## config.mk

```make
export PLATFORM = sky130hd
export DESIGN_NAME = ook_frame_encoder_flat
export DESIGN_NICKNAME = d
export VERILOG_FILES = /design/src/rtl/ook_frame_encoder_if.sv /design/src/rtl/ook_frame_encoder.sv /design/src/flat_wrapper.sv
export SDC_FILE = /design/constraint.sdc
export NUM_CORES = 1
export LEC_CHECK = 0
export BUFFER_PORTS_ARGS = -buffer_cell sky130_fd_sc_hd__buf_2
export CELL_PAD_IN_SITES_DETAIL_PLACEMENT = 1
export CELL_PAD_IN_SITES_GLOBAL_PLACEMENT = 1
export CORE_MARGIN = 3
export CORE_UTILIZATION = 52
export CTS_BUF_LIST = sky130_fd_sc_hd__clkbuf_2
export CTS_CLUSTER_DIAMETER = 200
export DETAILED_ROUTE_END_ITERATION = 8
export PLACE_DENSITY = 0.84
export SYNTH_ARGS = -nofsm -noshare
export SYNTH_HDL_FRONTEND = slang
export SYNTH_SLANG_ARGS = --single-unit
```

## constraint.sdc

```tcl
create_clock -name ref_12mhz -period 4.8 [get_ports ref_12mhz]
set_clock_uncertainty 0.2 [all_clocks]
set_input_delay 0.48 -clock ref_12mhz [delete_from_list [all_inputs] [get_ports ref_12mhz]]
set_output_delay 0.48 -clock ref_12mhz [all_outputs]
set_load 0.02 [all_outputs]
```

## src/rtl/ook_frame_encoder_if.sv

```systemverilog
// Command handshake between the host logic and the OOK frame encoder.
// The host drives valid/data; the encoder reports ready while idle.
interface ook_frame_encoder_if #(
    parameter int NBITS = 24
) ();
    logic             cmd_valid;
    logic             cmd_ready;
    logic [NBITS-1:0] cmd_data;

    modport master (output cmd_valid, output cmd_data, input cmd_ready);
    modport slave  (input cmd_valid, input cmd_data, output cmd_ready);
endinterface

```

## src/rtl/ook_frame_encoder.sv

```systemverilog
// On/off keying envelope generator: sync chip, sync low, pulse-width coded bits and
// an inter-frame gap, repeated REPEATS times for each accepted command word.
module ook_frame_encoder #(
    parameter int CHIP_CYCLES    = 4200,
    parameter int NBITS          = 24,
    parameter int REPEATS        = 4,
    parameter int SYNC_LOW_CHIPS = 8,
    parameter int GAP_CHIPS      = 30
) (
    input  logic                  ref_12mhz,
    input  logic                  rst,
    ook_frame_encoder_if.slave    cmd,
    input  logic                  abort,
    output logic                  key,
    output logic                  busy,
    output logic                  done
);

    localparam int CHIP_W = $clog2(CHIP_CYCLES);
    localparam int PH_MAX = (SYNC_LOW_CHIPS > GAP_CHIPS) ? SYNC_LOW_CHIPS : GAP_CHIPS;
    localparam int PH_W   = $clog2(PH_MAX + 1);
    localparam int BIT_W  = $clog2(NBITS + 1);
    localparam int REP_W  = $clog2(REPEATS + 1);

    typedef enum logic [2:0] {
        IDLE,
        SYNC_HI,
        SYNC_LO,
        DATA,
        GAP
    } state_t;

    state_t            state_q,    state_nx;
    logic [CHIP_W-1:0] chip_cnt_q, chip_cnt_nx;
    logic [PH_W-1:0]   phase_q,    phase_nx;
    logic [BIT_W-1:0]  bit_cnt_q,  bit_cnt_nx;
    logic [1:0]        sub_q,      sub_nx;
    logic [REP_W-1:0]  rep_q,      rep_nx;
    logic [NBITS-1:0]  shadow_q,   shadow_nx;
    logic [NBITS-1:0]  data_sr_q,  data_sr_nx;
    logic              key_q,      key_nx;
    logic              busy_q,     busy_nx;
    logic              done_q,     done_nx;
    logic              chip_end;

    assign cmd.cmd_ready = (state_q == IDLE);
    assign key           = key_q;
    assign busy          = busy_q;
    assign done          = done_q;

    always_ff @(posedge ref_12mhz or posedge rst) begin
        if (rst) begin
            state_q    <= IDLE;
            chip_cnt_q <= '0;
            phase_q    <= '0;
            bit_cnt_q  <= '0;
            sub_q      <= '0;
            rep_q      <= '0;
            shadow_q   <= '0;
            data_sr_q  <= '0;
            key_q      <= 1'b0;
            busy_q     <= 1'b0;
            done_q     <= 1'b0;
        end else begin
            state_q    <= state_nx;
            chip_cnt_q <= chip_cnt_nx;
            phase_q    <= phase_nx;
            bit_cnt_q  <= bit_cnt_nx;
            sub_q      <= sub_nx;
            rep_q      <= rep_nx;
            shadow_q   <= shadow_nx;
            data_sr_q  <= data_sr_nx;
            key_q      <= key_nx;
            busy_q     <= busy_nx;
            done_q     <= done_nx;
        end
    end

    assign chip_end = (chip_cnt_q == CHIP_W'(CHIP_CYCLES - 1));

    always_comb begin
        state_nx    = state_q;
        chip_cnt_nx = chip_cnt_q;
        phase_nx    = phase_q;
        bit_cnt_nx  = bit_cnt_q;
        sub_nx      = sub_q;
        rep_nx      = rep_q;
        shadow_nx   = shadow_q;
        data_sr_nx  = data_sr_q;
        done_nx     = 1'b0;
        key_nx      = 1'b0;
        busy_nx     = 1'b0;

        if (state_q != IDLE) begin
            chip_cnt_nx = chip_end ? '0 : chip_cnt_q + CHIP_W'(1);
        end

        // Phase transitions happen only on the last clock of a chip, so key never changes mid-chip.
        unique case (state_q)
            IDLE: begin
                if (cmd.cmd_valid && !abort) begin
                    state_nx    = SYNC_HI;
                    shadow_nx   = cmd.cmd_data;
                    data_sr_nx  = cmd.cmd_data;
                    rep_nx      = '0;
                    chip_cnt_nx = '0;
                end
            end
            SYNC_HI: begin
                if (chip_end) begin
                    state_nx = SYNC_LO;
                    phase_nx = '0;
                end
            end
            SYNC_LO: begin
                if (chip_end) begin
                    if (phase_q == PH_W'(SYNC_LOW_CHIPS - 1)) begin
                        state_nx   = DATA;
                        phase_nx   = '0;
                        bit_cnt_nx = '0;
                        sub_nx     = '0;
                    end else begin
                        phase_nx = phase_q + PH_W'(1);
                    end
                end
            end
            DATA: begin
                if (chip_end) begin
                    if (sub_q == 2'd2) begin
                        sub_nx     = '0;
                        data_sr_nx = data_sr_q << 1;
                        if (bit_cnt_q == BIT_W'(NBITS - 1)) begin
                            state_nx   = GAP;
                            bit_cnt_nx = '0;
                            phase_nx   = '0;
                        end else begin
                            bit_cnt_nx = bit_cnt_q + BIT_W'(1);
                        end
                    end else begin
                        sub_nx = sub_q + 2'd1;
                    end
                end
            end
            GAP: begin
                if (chip_end) begin
                    if (phase_q == PH_W'(GAP_CHIPS - 1)) begin
                        phase_nx = '0;
                        if (rep_q == REP_W'(REPEATS - 1)) begin
                            state_nx = IDLE;
                            rep_nx   = '0;
                            done_nx  = 1'b1;
                        end else begin
                            state_nx   = SYNC_HI;
                            rep_nx     = rep_q + REP_W'(1);
                            data_sr_nx = shadow_q;
                        end
                    end else begin
                        phase_nx = phase_q + PH_W'(1);
                    end
                end
            end
            default: state_nx = IDLE;
        endcase

        // Abort wins over every other event, including a frame that is just completing.
        if (abort && state_q != IDLE) begin
            state_nx    = IDLE;
            chip_cnt_nx = '0;
            phase_nx    = '0;
            bit_cnt_nx  = '0;
            sub_nx      = '0;
            rep_nx      = '0;
            done_nx     = 1'b0;
        end

        busy_nx = (state_nx != IDLE);
        unique case (state_nx)
            SYNC_HI: key_nx = 1'b1;
            DATA:    key_nx = (sub_nx == 2'd0) ? 1'b1 :
                              (sub_nx == 2'd1) ? data_sr_nx[NBITS-1] : 1'b0;
            default: key_nx = 1'b0;
        endcase
    end

endmodule

```

## src/flat_wrapper.sv

```systemverilog
// flat-port wrapper written by rule: the top's interface ports become plain ports
module ook_frame_encoder_flat 
#(
    parameter int CHIP_CYCLES    = 4200,
    parameter int NBITS          = 24,
    parameter int REPEATS        = 4,
    parameter int SYNC_LOW_CHIPS = 8,
    parameter int GAP_CHIPS      = 30
)
  (ref_12mhz, rst, abort, key, busy, done, cmd_cmd_valid, cmd_cmd_data, cmd_cmd_ready);
  ook_frame_encoder_if #(.NBITS(NBITS)) cmd_i ();
  input  logic ref_12mhz;
  input  logic rst;
  input  logic abort;
  output logic key;
  output logic busy;
  output logic done;
  input wire logic [$bits(cmd_i.cmd_valid)-1:0] cmd_cmd_valid;
  input wire logic [$bits(cmd_i.cmd_data)-1:0] cmd_cmd_data;
  output wire logic [$bits(cmd_i.cmd_ready)-1:0] cmd_cmd_ready;
  assign cmd_i.cmd_valid = cmd_cmd_valid;
  assign cmd_i.cmd_data = cmd_cmd_data;
  assign cmd_cmd_ready = cmd_i.cmd_ready;
  ook_frame_encoder #(.CHIP_CYCLES(CHIP_CYCLES), .NBITS(NBITS), .REPEATS(REPEATS), .SYNC_LOW_CHIPS(SYNC_LOW_CHIPS), .GAP_CHIPS(GAP_CHIPS)) u_core (.ref_12mhz(ref_12mhz), .rst(rst), .cmd(cmd_i), .abort(abort), .key(key), .busy(busy), .done(done));
endmodule
```

==> results of run 1 <==
==> logic make-up after synthesis <==
group | share of synthesized area, %
compound gates | 14.2
fa+ha+maj | 1.57
xor+xnor | 2.42
mux | 0.816
simple gates | 26.7
flops | 51.5
buf+inv | 2.86
==> worst max path at each step <==
stage	from	endpoint	slack, ps
after detailed placement	u_core.state_q[0]$_DFF_PP0_	u_core.chip_cnt_q[10]$_DFF_PP0_	1980
after floorplan	rst	u_core.bit_cnt_q[0]$_DFFE_PP0P_	2010
after global placement	u_core.state_q[0]$_DFF_PP0_	u_core.chip_cnt_q[12]$_DFF_PP0_	2070
final	u_core.chip_cnt_q[0]$_DFF_PP0_	u_core.data_sr_q[0]$_DFFE_PP0P_	1880
after global routing	u_core.chip_cnt_q[0]$_DFF_PP0_	u_core.data_sr_q[0]$_DFFE_PP0P_	1690
after CTS	u_core.chip_cnt_q[0]$_DFF_PP0_	u_core.data_sr_q[0]$_DFFE_PP0P_	1910
==> final cells by class <==
class,instances,area [um^2],area share [%]
Clock buffer,10,50.0,1.09
Clock inverter,6,65.1,1.42
Inverter,7,27.5,0.602
Multi-Input combinational cell,317,1830,40.0
Sequential cell,82,2050,44.9
Tap cell,99,124,2.71
Timing Repair Buffer,59,425,9.30
==> layer usage <==
metal,vias up,GRT usage [%],wire length (um)
li1,1609,-,-
met1,1797,34.5,4720
met2,96,47.3,5710
met3,23,3.94,431
met4,0,12.0,297
met5,-,0,0
==> Yosys cell counts (3+ instances only) <==
cell type | count | area share (%)
ha_1 | 5 | 1.6
nand4_1 | 5 | 0.78
nand2b_1 | 3 | 0.47
a21oi_1 | 5 | 0.63
nor2_1 | 26 | 2.4
buf_2 | 4 | 0.50
a222oi_1 | 23 | 5.8
nand2_1 | 137 | 13
buf_1 | 4 | 0.38
clkbuf_1 | 11 | 1.0
a22o_1 | 3 | 0.66
nand4b_1 | 3 | 0.66
o21ai_1 | 5 | 0.63
and2_1 | 5 | 0.78
nor3_1 | 4 | 0.50
o21ai_0 | 12 | 1.5
nand3_1 | 9 | 1.1
xor2_1 | 10 | 2.2
dfrtp_1 | 82 | 51
and4bb_1 | 3 | 0.94
or3_1 | 5 | 0.78
and3_1 | 5 | 0.78
inv_1 | 6 | 0.56
nor2b_1 | 7 | 1.1
==> per-stage QoR <==
stage	total power [W]	instance area [um^2]	hold WS [ps]	util, %
finish	0.00191	4570	138	62.4
global route	0.00203	4570	108	62.4
CTS	0.00188	4570	99.2	62.4
detailed placement	0.00149	4220	261	57.6
global placement	0.00144	4220	253	57.6
floorplan	0.00134	3990	237	-
==> report_power, final <==
part | total, W | switching, W | internal [W]
clock network | 0.000384 | 0.000260 | 0.000124
registers | 0.00106 | 0.000157 | 0.000902
logic | 0.000470 | 0.000306 | 0.000164
total | 0.00191 | 0.000723 | 0.00119
==> state kept, by name (all words and copies together) (netlist names) <==
name	cells
u_core.key	1
u_core.bit_cnt_q	5
u_core.busy	1
u_core.chip_cnt_q	13
u_core.done	1
u_core.rep_q	3
u_core.sub_q	2
u_core.data_sr_q	24
u_core.phase_q	5
u_core.shadow_q	24
u_core.state_q	3
==> tightest hold or removal path: cells and delay by family <==
kind | cells | cell delay (ps)
compound gates | 1 | 100
simple gates | 1 | 180
buf+inv | 1 | 90
==> timing repair <==
action	4_1_cts	5_1_grt
endpoints found under the hold margin	92	0
hold buffers	24	0
endpoints found under the setup margin	0	0
==> impl_results.rst, run 1 <==
.. list-table::
   :header-rows: 1

   * - Metric
     - Value
   * - Data required, critical path
     - 5020 ps
   * - Endpoint arrival time on the critical path
     - roughly 3100 ps
   * - Syn_area_per_cell
     - 9.36 um^2
   * - Drc violations
     - 0
   * - Worst setup slack for register-to-register paths
     - approximately 1900 ps
   * - Count of non-filler cells in the finished layout
     - 580
   * - Total CTS buffers
     - 9
   * - Routability cong.
     - 0.839
   * - Number of DRC markers in iteration 0
     - 284
   * - Post-cts resize count
     - 0
   * - CP Max Fanout
     - 23
   * - Area overhead of the layout relative to synthesis
     - 14.7%
   * - Family with the most delay on the worst path
     - compound AO/OA/AOI/OAI gates
   * - Port buffer count
     - 31
   * - Clock net sink count
     - 82
   * - Synthesized Nets
     - 459
   * - Final period util
     - 60.9%
   * - Critical Path End Type
     - flop
   * - Layout cells sized above 1
     - 12.7%
   * - Number of cells produced by synthesis
     - about 430
   * - Cell depth of the worst hold path
     - 3
   * - Antenna diode count
     - 0
   * - Fillers
     - 846
   * - Reg-to-reg critical path endpoint
     - u_core.data_sr_q[0]$_DFFE_PP0P_
   * - Number of vias in the routed layout
     - 3525
   * - Clock latency reported for the late side of the worst-skew pair
     - 540 ps
   * - Async S/R FF share, synth
     - 100%
   * - Startpoint of the lowest-slack register-to-register path
     - u_core.chip_cnt_q[0]$_DFF_PP0_
   * - Die Width
     - 93.6 um
   * - Avg Vias per Cell
     - 6.08
   * - Post-synthesis sequential element count
     - 82
   * - DP HPWL
     - 6540 um
   * - Peak ir drop on the vdd network
     - 0.300 mV
   * - Timing-limited maximum frequency
     - 342 MHz
   * - I/O pins
     - 32
   * - Number of buffers inserted to repair setup after CTS
     - 0
   * - Post-layout min period
     - 2920 ps
   * - Number of hold violations in the final report
     - 0
   * - Most frequent standard cell in the layout excluding fill and tap cells
     - nand2_1
   * - Critical path startpoint category
     - flop
   * - Final setup violation count
     - 0
   * - Global-route usage over all layers
     - 27.5%
   * - Antenna violations before repair
     - 0
   * - Slew @ Worst Pin
     - roughly 1000 ps
   * - Wirelength per Cell
     - 19.2 um
   * - Setup repair after global routing missed its margin
     - false
   * - Antenna-violating nets left
     - 0
   * - Vert. Die Dim
     - a little over 90 um
   * - Outcome
     - finished clean
   * - Delay of the slowest cell on the worst path
     - 540 ps
   * - Total buffers and inverters traversed by the critical path
     - 1
   * - Cell-by-cell listing of the critical path
     - ha_1 -> and4bb_1 -> and3_1 -> o21ai_0 -> a22o_1 -> a222oi_1 -> inv_1
   * - Final TNS setup
     - 0 ps
   * - Combined area of all synthesized cells
     - around 4000 um^2
   * - Netlist cell types
     - a little under 60
   * - Max clock buf depth
     - 2
   * - Critical Setup Path Class
     - reg -> reg
   * - Register-to-Register Path Depth
     - 7
   * - Maximum number of pins on one net before global-route repair
     - 49
   * - Post-layout worst setup margin
     - about 1900 ps
   * - Reported leakage power
     - 2.25 nW
   * - First-pass iteration count of the detailed router
     - 6
   * - Worst slew margin relative to its limit
     - 32.7%
   * - Clock tree root buffer cell
     - clkbuf_2
   * - Class of the tightest hold or removal check
     - in -> reg
   * - TritonCTS clock tree
     - done
   * - Areal power density over the cells
     - 418 nW/um^2
   * - Initial Util
     - 54.4%
   * - Global-route wire length before repair
     - 18800 um
   * - Post-synth EDFFs
     - 0
   * - Core area
     - 7330 um^2
   * - Total number of H-tree levels
     - 3
   * - Fraction of the yosys area taken by sequential cells
     - between 50 and 60%
   * - CTS clock-pin slew for the worst setup and hold paths
     - 240 ps
   * - Worst slack at placement
     - ~2000 ps
   * - Vias in the first global route
     - 3785
   * - Source of the worst hold timing path
     - cmd_cmd_data[23]
   * - Max-slew violation total from the final report
     - 0
   * - Cell type of the slowest stage on the worst timing path
     - a22o_1
   * - Most frequent cells in the layout
     - nand2_1 (137), dfrtp_1 (82), buf_2 (31), nor2_1 (26), dlygate4sd3_1 (24)
   * - Worst min-delay path endpoint
     - u_core.shadow_q[23]$_DFFE_PP0P_
   * - Most common flop cell mapped by yosys
     - dfrtp_1
   * - Net total in the final layout
     - 509
   * - GR Overflow Total
     - 0
   * - Count of max-cap constraint violations
     - 0
   * - Drt total wl
     - between 10000 and 15000 um
   * - Die Footprint
     - between 8000 and 9000 um^2
   * - Number of rows created at floorplan
     - 31
   * - Count of yosys warnings during synthesis
     - 0
   * - Total stage count of the critical path
     - 7
   * - Number of placed instances with taps included
     - 540
No activity file was read; power rests on OpenSTA's default activity.
==> run 2, diff against run 1 <==
--- a/config.mk
+++ b/config.mk
@@ -9,11 +9,11 @@
 export CELL_PAD_IN_SITES_DETAIL_PLACEMENT = 1
 export CELL_PAD_IN_SITES_GLOBAL_PLACEMENT = 1
 export CORE_MARGIN = 3
-export CORE_UTILIZATION = 52
+export CORE_UTILIZATION = 48
 export CTS_BUF_LIST = sky130_fd_sc_hd__clkbuf_2
 export CTS_CLUSTER_DIAMETER = 200
 export DETAILED_ROUTE_END_ITERATION = 8
-export PLACE_DENSITY = 0.84
+export PLACE_DENSITY = 0.78
 export SYNTH_ARGS = -nofsm -noshare
 export SYNTH_HDL_FRONTEND = slang
 export SYNTH_SLANG_ARGS = --single-unit
==> constraint.sdc (replaced) <==
create_clock -name ref_12mhz -period 2.9 [get_ports ref_12mhz]
set_clock_uncertainty 0.2 [all_clocks]
set_input_delay 0.29 -clock ref_12mhz [delete_from_list [all_inputs] [get_ports ref_12mhz]]
set_output_delay 0.29 -clock ref_12mhz [all_outputs]
set_load 0.02 [all_outputs]
==> impl_results.rst, run 2 (same netlist as run 1, synthesis figures left out) <==
.. list-table::
   :header-rows: 1

   * - Metric
     - Value
   * - Outcome
     - finished clean
   * - Most frequent cells in the layout
     - nand2_1 (137), dfrtp_1 (82), buf_2 (31), nor2_1 (26), dlygate4sd3_1 (25)
   * - Peak ir drop on the vdd network
     - 0.459 mV (+53%)
   * - Number of rows created at floorplan
     - 32 (+3.2%)
   * - Avg Vias per Cell
     - 5.84 (-3.9%)
   * - Maximum number of pins on one net before global-route repair
     - 83 (+69%)
   * - Global-route usage over all layers
     - 23.6% (-3.9 points)
   * - Reported net switching power
     - 0.00114 W (+58%)
   * - Most frequent standard cell in the layout excluding fill and tap cells
     - nand2_1
   * - Share of power burned in registers
     - 55.1% (-0.3 points)
   * - Count of non-filler cells in the finished layout
     - 590 (+1.7%)
   * - Drc violations
     - 0 (unchanged)
   * - Cell-by-cell listing of the critical path
     - ha_1 -> and4bb_1 -> nand3_4 -> nor3_2 -> o21ai_2 -> or3_1 -> o31ai_1
   * - Port buffer count
     - 31 (unchanged)
   * - Reported leakage power
     - 2.28 nW (+1.7%)
   * - GR Overflow Total
     - 0 (unchanged)
   * - Timing-limited maximum frequency
     - 374 MHz (+9.3%)
   * - Number of DRC markers in iteration 0
     - 231 (-19%)
   * - Clock tree root buffer cell
     - clkbuf_2
   * - Number of vias in the routed layout
     - 3445 (-2.3%)
   * - Endpoint arrival time on the critical path
     - 2890 ps (-250 ps)
   * - Switching part of the total
     - 36.4% (-1.4 points)
   * - Relative contribution of combinational cells to total power
     - 24.8% (+0.2 points)
   * - Final setup violation count
     - 0 (unchanged)
   * - Delay of the slowest cell on the worst path
     - 470 ps (-70 ps)
   * - Critical Path End Type
     - flop
   * - Class of the tightest hold or removal check
     - in -> reg
   * - Total CTS buffers
     - 9 (unchanged)
   * - Area overhead of the layout relative to synthesis
     - 16.7%
   * - Wirelength per Cell
     - 17.6 um (-8.3%)
   * - Global-route wire length before repair
     - 18200 um (-3.3%)
   * - Final TNS setup
     - 0 ps (unchanged)
   * - Antenna-violating nets left
     - 0 (unchanged)
   * - Core area
     - 7890 um^2 (+7.6%)
   * - Dpl cell area
     - 4280 um^2 (+1.5%)
   * - Clk network pwr share
     - 20.1% (about the same)
   * - Max-slew violation total from the final report
     - 0 (unchanged)
   * - Cell depth of the worst hold path
     - 3 (unchanged)
   * - Worst setup slack for register-to-register paths
     - 220 ps (-1650 ps)
   * - Critical path startpoint category
     - flop
   * - Max clock buf depth
     - 2 (unchanged)
   * - Die Footprint
     - 9440 um^2 (+7.8%)
   * - Reg-to-reg critical path endpoint
     - u_core.bit_cnt_q[4]$_DFFE_PP0P_
   * - Startpoint of the lowest-slack register-to-register path
     - u_core.chip_cnt_q[0]$_DFF_PP0_
   * - Tot Pwr
     - 0.00313 W (+64%)
   * - Number of hold violations in the final report
     - 0 (unchanged)
   * - Fillers
     - 907 (+7.2%)
   * - CTS clock-pin slew for the worst setup and hold paths
     - 220 ps (-20 ps)
   * - Layout cells sized above 1
     - 13.7% (+1.0 points)
   * - Post-layout min period
     - 2680 ps (-248 ps)
   * - Clock latency reported for the late side of the worst-skew pair
     - 530 ps (about the same)
   * - CP Max Fanout
     - 14 (-39%)
   * - Setup repair after global routing missed its margin
     - false
   * - Net total in the final layout
     - 516 (+1.4%)
   * - Antenna violations before repair
     - 0 (unchanged)
   * - End-of-flow core utilization
     - 59.0% (-3.4 points)
   * - Final instance area
     - 4650 um^2 (+1.7%)
   * - Register-to-Register Path Depth
     - 7 (unchanged)
   * - TritonCTS clock tree
     - done
   * - Clock net sink count
     - 82 (unchanged)
   * - Largest registers in the final layout
     - u_core.data_sr_q x24, u_core.shadow_q x24, u_core.chip_cnt_q x13
   * - DP HPWL
     - 6630 um (+1.4%)
   * - Vias in the first global route
     - 3657 (-3.4%)
   * - Internal cell power
     - 0.00199 W (+68%)
   * - I/O pins
     - 32 (unchanged)
   * - Number of placed instances with taps included
     - 549 (+1.7%)
   * - Initial Util
     - 50.6% (-3.8 points)
   * - Count of max-cap constraint violations
     - 0 (unchanged)
   * - Final period util
     - 92.3% (+31 points)
   * - Antenna diode count
     - 0 (unchanged)
   * - Sequential cell area
     - 2050 um^2 (unchanged)
   * - Critical Setup Path Class
     - reg -> reg
   * - Worst slew margin relative to its limit
     - 66.5% (+34 points)
   * - First-pass iteration count of the detailed router
     - 8 (+2)
   * - Vert. Die Dim
     - 97.1 um (+3.8%)
   * - Slew @ Worst Pin
     - 497 ps (-511 ps)
   * - Total number of H-tree levels
     - 3 (unchanged)
   * - Die Width
     - 97.1 um (+3.8%)
   * - Routability cong.
     - 0.846 (+0.76%)
   * - Drt total wl
     - 10400 um (-6.8%)
   * - Source of the worst hold timing path
     - abort
   * - Areal power density over the cells
     - 673 nW/um^2 (+61%)
   * - Data required, critical path
     - 3120 ps (-1900 ps)
   * - Worst min-delay path endpoint
     - u_core.done$_DFF_PP0_
   * - Cell type of the slowest stage on the worst timing path
     - dfrtp_1
   * - Total area of multi-input combinational cells
     - 1840 um^2 (+0.41%)
==> run 2: changes by cell type in the layout (fill, tap and decap cells not counted), sizes merged <==
cell         change
buf              +6
dlygate4sd3      +1
==> run 2: layer usage <==
metal | vias up | part of all wire [%] | track usage [%]
li1 | 1631 | - | -
met1 | 1719 | 44 | 31.0
met2 | 80 | 50 | 40.0
met3 | 15 | 3.9 | 3.45
met4 | 0 | 1.6 | 7.78
met5 | - | 0 | 0
==> run 2: area by class of cell <==
type	count	share of cell area [%]
Sequential cell	82	44.1
Multi-Input combinational cell	317	39.5
Timing Repair Buffer	66	10.6
Tap cell	102	2.74
Clock inverter	6	1.40
Clock buffer	10	1.08
Inverter	7	0.592
==> run 2: worst max-delay path by stage <==
stage               cells past startpoint                           start  slack, ps                                to
floorplan                               1                             rst        300   u_core.bit_cnt_q[0]$_DFFE_PP0P_
global placement                        7  u_core.chip_cnt_q[0]$_DFF_PP0_        410       u_core.rep_q[1]$_DFFE_PP0P_
detailed placement                      7  u_core.chip_cnt_q[0]$_DFF_PP0_        220   u_core.bit_cnt_q[4]$_DFFE_PP0P_
CTS                                     7  u_core.chip_cnt_q[0]$_DFF_PP0_        150   u_core.bit_cnt_q[4]$_DFFE_PP0P_
global route                            8  u_core.chip_cnt_q[0]$_DFF_PP0_         50  u_core.data_sr_q[16]$_DFFE_PP0P_
finish                                  7  u_core.chip_cnt_q[0]$_DFF_PP0_        220   u_core.bit_cnt_q[4]$_DFFE_PP0P_
==> run 2: repair_timing <==
action / 4_1_cts / 5_1_grt
setup buffers: 0 / 0
hold buffers: 25 / 0
hold endpoints to repair: 130 / 0
setup endpoints to repair: 0 / 1
gates resized for setup: 0 / 1
==> run 2: through the flow <==
stage               worst slack, ps  hold slack (ps)
global placement                409              216
finish                          223             99.7
floorplan                       302              195
global route                   49.2              113
detailed placement              216              227
CTS                             154             65.9
==> run 2: power groups by stage <==
stage                     Clock [W]  Sequential, W  Combinational (W)
after floorplan                   0        0.00168           0.000528
after global placement            0        0.00172           0.000708
after global routing       0.000696        0.00177           0.000906
final                      0.000629        0.00173           0.000779
after detailed placement          0        0.00174           0.000754
after CTS                  0.000645        0.00172           0.000778
==> run 2: critical path: cells and delay by family, from the launching register on <==
kind / cells / cell delay, ps
AOI/OAI and AO/OA: 2 / 490
adders and majority gates: 1 / 250
DFF: 1 / 470
and+or+nand+nor: 4 / 1170
==> run 3, diff against run 2 <==
--- a/config.mk
+++ b/config.mk
@@ -9,11 +9,11 @@
 export CELL_PAD_IN_SITES_DETAIL_PLACEMENT = 1
 export CELL_PAD_IN_SITES_GLOBAL_PLACEMENT = 1
 export CORE_MARGIN = 3
-export CORE_UTILIZATION = 48
+export CORE_UTILIZATION = 33
 export CTS_BUF_LIST = sky130_fd_sc_hd__clkbuf_2
 export CTS_CLUSTER_DIAMETER = 200
 export DETAILED_ROUTE_END_ITERATION = 8
-export PLACE_DENSITY = 0.78
+export PLACE_DENSITY = 0.56
 export SYNTH_ARGS = -nofsm -noshare
 export SYNTH_HDL_FRONTEND = slang
 export SYNTH_SLANG_ARGS = --single-unit
==> impl_results.rst, run 3 (same netlist as run 1, synthesis figures left out) <==
.. list-table::
   :header-rows: 1

   * - Metric
     - Value
   * - Share of power burned in registers
     - 55.4% (+0.3 points)
   * - Most frequent cells in the layout
     - nand2_1 (137), dfrtp_1 (82), buf_2 (31), dlygate4sd3_1 (27), nor2_1 (26)
   * - Post-layout min period
     - 2650 ps (-24.3 ps)
   * - Wirelength per Cell
     - 16.1 um (-8.4%)
   * - Die Width
     - 116 um (+19%)
   * - Clock tree root buffer cell
     - clkbuf_2
   * - Timing-limited maximum frequency
     - 377 MHz (+0.91%)
   * - Number of DRC markers in iteration 0
     - 241 (+4.3%)
   * - Critical Setup Path Class
     - reg -> reg
   * - Delay of the slowest cell on the worst path
     - 450 ps (-20 ps)
   * - Worst slack at placement
     - 271 ps (+55.0 ps)
   * - Class of the tightest hold or removal check
     - in -> async
   * - Peak ir drop on the vdd network
     - 0.377 mV (-18%)
   * - Reported leakage power
     - 2.29 nW (+0.37%)
   * - Antenna diode count
     - 0 (unchanged)
   * - Initial Util
     - 34.3% (-16 points)
   * - Avg Vias per Cell
     - 5.37 (-8.0%)
   * - Clk network pwr share
     - 20.4% (+0.3 points)
   * - Setup repair after global routing missed its margin
     - false
   * - Final TNS setup
     - 0 ps (unchanged)
   * - Grt met1 use
     - 23.2% (-7.8 points)
   * - Count of max-cap constraint violations
     - 0 (unchanged)
   * - Number of vias in the routed layout
     - 3418 (-0.78%)
   * - Antenna-violating nets left
     - 0 (unchanged)
   * - Total CTS buffers
     - 9 (unchanged)
   * - Met2 track demand over resource
     - 26.2% (-14 points)
   * - Clock net sink count
     - 82 (unchanged)
   * - Cell-by-cell listing of the critical path
     - ha_1 -> and4bb_1 -> nand3_2 -> nor2_1 -> a22oi_1 -> o31ai_2 -> mux2_1
   * - Die Footprint
     - 13400 um^2 (+42%)
   * - Vert. Die Dim
     - 116 um (+19%)
   * - CTS clock-pin slew for the worst setup and hold paths
     - 240 ps (+20 ps)
   * - Global-route wire length before repair
     - 17700 um (-2.8%)
   * - GR Overflow Total
     - 0 (unchanged)
   * - DP HPWL
     - 6800 um (+2.7%)
   * - Routability cong.
     - 0.749 (-11%)
   * - Layout cells sized above 1
     - 14.0% (+0.27 points)
   * - CP Max Fanout
     - 14 (unchanged)
   * - Number of hold violations in the final report
     - 0 (unchanged)
   * - Most used routing layer in global routing
     - met2
   * - GR Layer Usage met3
     - 2.92% (-0.52 points)
   * - Max clock buf depth
     - 2 (unchanged)
   * - Switching part of the total
     - 36.0% (-0.35 points)
   * - Vias in the first global route
     - 3478 (-4.9%)
   * - Cell type of the slowest stage on the worst timing path
     - dfrtp_1
   * - Port buffer count
     - 31 (unchanged)
   * - Final hold slack
     - 149 ps (+49.4 ps)
   * - Total number of H-tree levels
     - 3 (unchanged)
   * - Number of rows created at floorplan
     - 39 (+22%)
   * - Antenna violations before repair
     - 0 (unchanged)
   * - Largest registers in the final layout
     - u_core.data_sr_q x24, u_core.shadow_q x24, u_core.chip_cnt_q x13
   * - I/O pins
     - 32 (unchanged)
   * - Final period util
     - 91.5% (-0.84 points)
   * - Drt total wl
     - 10300 um (-1.3%)
   * - Outcome
     - finished clean
   * - Global-route usage over all layers
     - 16.9% (-6.7 points)
   * - Maximum number of pins on one net before global-route repair
     - 48 (-42%)
   * - TritonCTS clock tree
     - done
   * - Drc violations
     - 0 (unchanged)
   * - First-pass iteration count of the detailed router
     - 8 (unchanged)
   * - Fillers
     - 1338 (+48%)
   * - Area overhead of the layout relative to synthesis
     - 18.5%
   * - Relative contribution of combinational cells to total power
     - 24.2% (-0.6 points)
   * - Final setup violation count
     - 0 (unchanged)
   * - Critical path startpoint category
     - flop
   * - Net total in the final layout
     - 521 (+0.97%)
   * - Critical Path End Type
     - flop
   * - Slew @ Worst Pin
     - 839 ps (+342 ps)
   * - Internal cell power
     - 0.00198 W (-0.75%)
   * - Post-layout worst setup margin
     - 248 ps (+24.3 ps)
   * - Clock latency reported for the late side of the worst-skew pair
     - 590 ps (+60 ps)
   * - Data required, critical path
     - 3200 ps (+80 ps)
   * - Areal power density over the cells
     - 654 nW/um^2 (-2.8%)
   * - Number of buffers inserted to repair setup after CTS
     - 0 (unchanged)
   * - Reported net switching power
     - 0.00111 W (-2.2%)
   * - Most frequent standard cell in the layout excluding fill and tap cells
     - nand2_1
   * - Max-slew violation total from the final report
     - 0 (unchanged)
   * - Core area
     - 11600 um^2 (+47%)
   * - Worst slew margin relative to its limit
     - 44.0% (-23 points)
   * - Endpoint arrival time on the critical path
     - 2950 ps (+60 ps)
## run 3: critical path: cells and delay by family (launching register included)
family,cells,cell delay (ps)
multiplexers,1,350
AO/OA/AOI/OAI,2,440
adder cells (fa/ha/maj),1,240
AND/OR/NAND/NOR,3,890
flip-flops,1,450
## run 3: what timing repair did
action | CTS | global route
hold buffers | 27 | 0
resized for setup | 0 | 0
endpoints found under the hold margin | 100 | 0
## run 3: worst paths after layout
path | start | end | slack (ps) | cells after the start
worst max-delay path | u_core.chip_cnt_q[0]$_DFF_PP0_ | u_core.rep_q[0]$_DFFE_PP0P_ | 250 | 7
max in group asynchronous | rst | u_core.data_sr_q[6]$_DFFE_PP0P_ | 1620 | 4
worst min register to register | u_core.bit_cnt_q[4]$_DFFE_PP0P_ | u_core.bit_cnt_q[4]$_DFFE_PP0P_ | 300 | 1
min in group ref_12mhz | cmd_cmd_data[3] | u_core.shadow_q[3]$_DFFE_PP0P_ | 220 | 4
worst max register to register | u_core.chip_cnt_q[0]$_DFF_PP0_ | u_core.rep_q[0]$_DFFE_PP0P_ | 250 | 7
worst min-delay path | rst | u_core.shadow_q[20]$_DFFE_PP0P_ | 150 | 3
## run 3: layout make-up
cell class / count / area [um^2] / share of cell area, %
Clock buffer: 9 / 45.0 / 0.953
Sequential cell: 82 / 2050 / 43.4
Inverter: 7 / 27.5 / 0.582
Tap cell: 143 / 179 / 3.79
Multi-Input combinational cell: 317 / 1830 / 38.7
Timing Repair Buffer: 71 / 523 / 11.1
Clock inverter: 7 / 70.1 / 1.48
## run 3: layer usage
metal  part of all wire [%]  up-vias
met3                    3.1       14
met4                    1.9        0
li1                       -     1631
met1                     49     1718
met2                     46       55
met5                      0        -
## run 3: per-stage QoR
| step | cells | util (%) | instance area, um^2 | total power [W] |
|---|---|---|---|---|
| 6_report | 636 | 40.7 | 4730 | 0.00309 |
| 5_1_grt | 636 | 40.7 | 4730 | 0.00337 |
| 4_1_cts | 636 | 40.7 | 4730 | 0.00316 |
| 3_5_place_dp | 593 | 37.4 | 4340 | 0.00248 |
| 3_3_place_gp | 593 | 37.4 | 4340 | 0.00246 |
| 2_1_floorplan | 426 | - | 3990 | 0.00221 |
## run 3: power by group through the flow
| stage | clock (W) | sequential, W | combinational [W] |
|---|---|---|---|
| floorplan | 0 | 0.00168 | 0.000528 |
| global placement | 0 | 0.00174 | 0.000719 |
| detailed placement | 0 | 0.00174 | 0.000742 |
| CTS | 0.000676 | 0.00171 | 0.000770 |
| global route | 0.000723 | 0.00176 | 0.000881 |
| finish | 0.000631 | 0.00171 | 0.000748 |
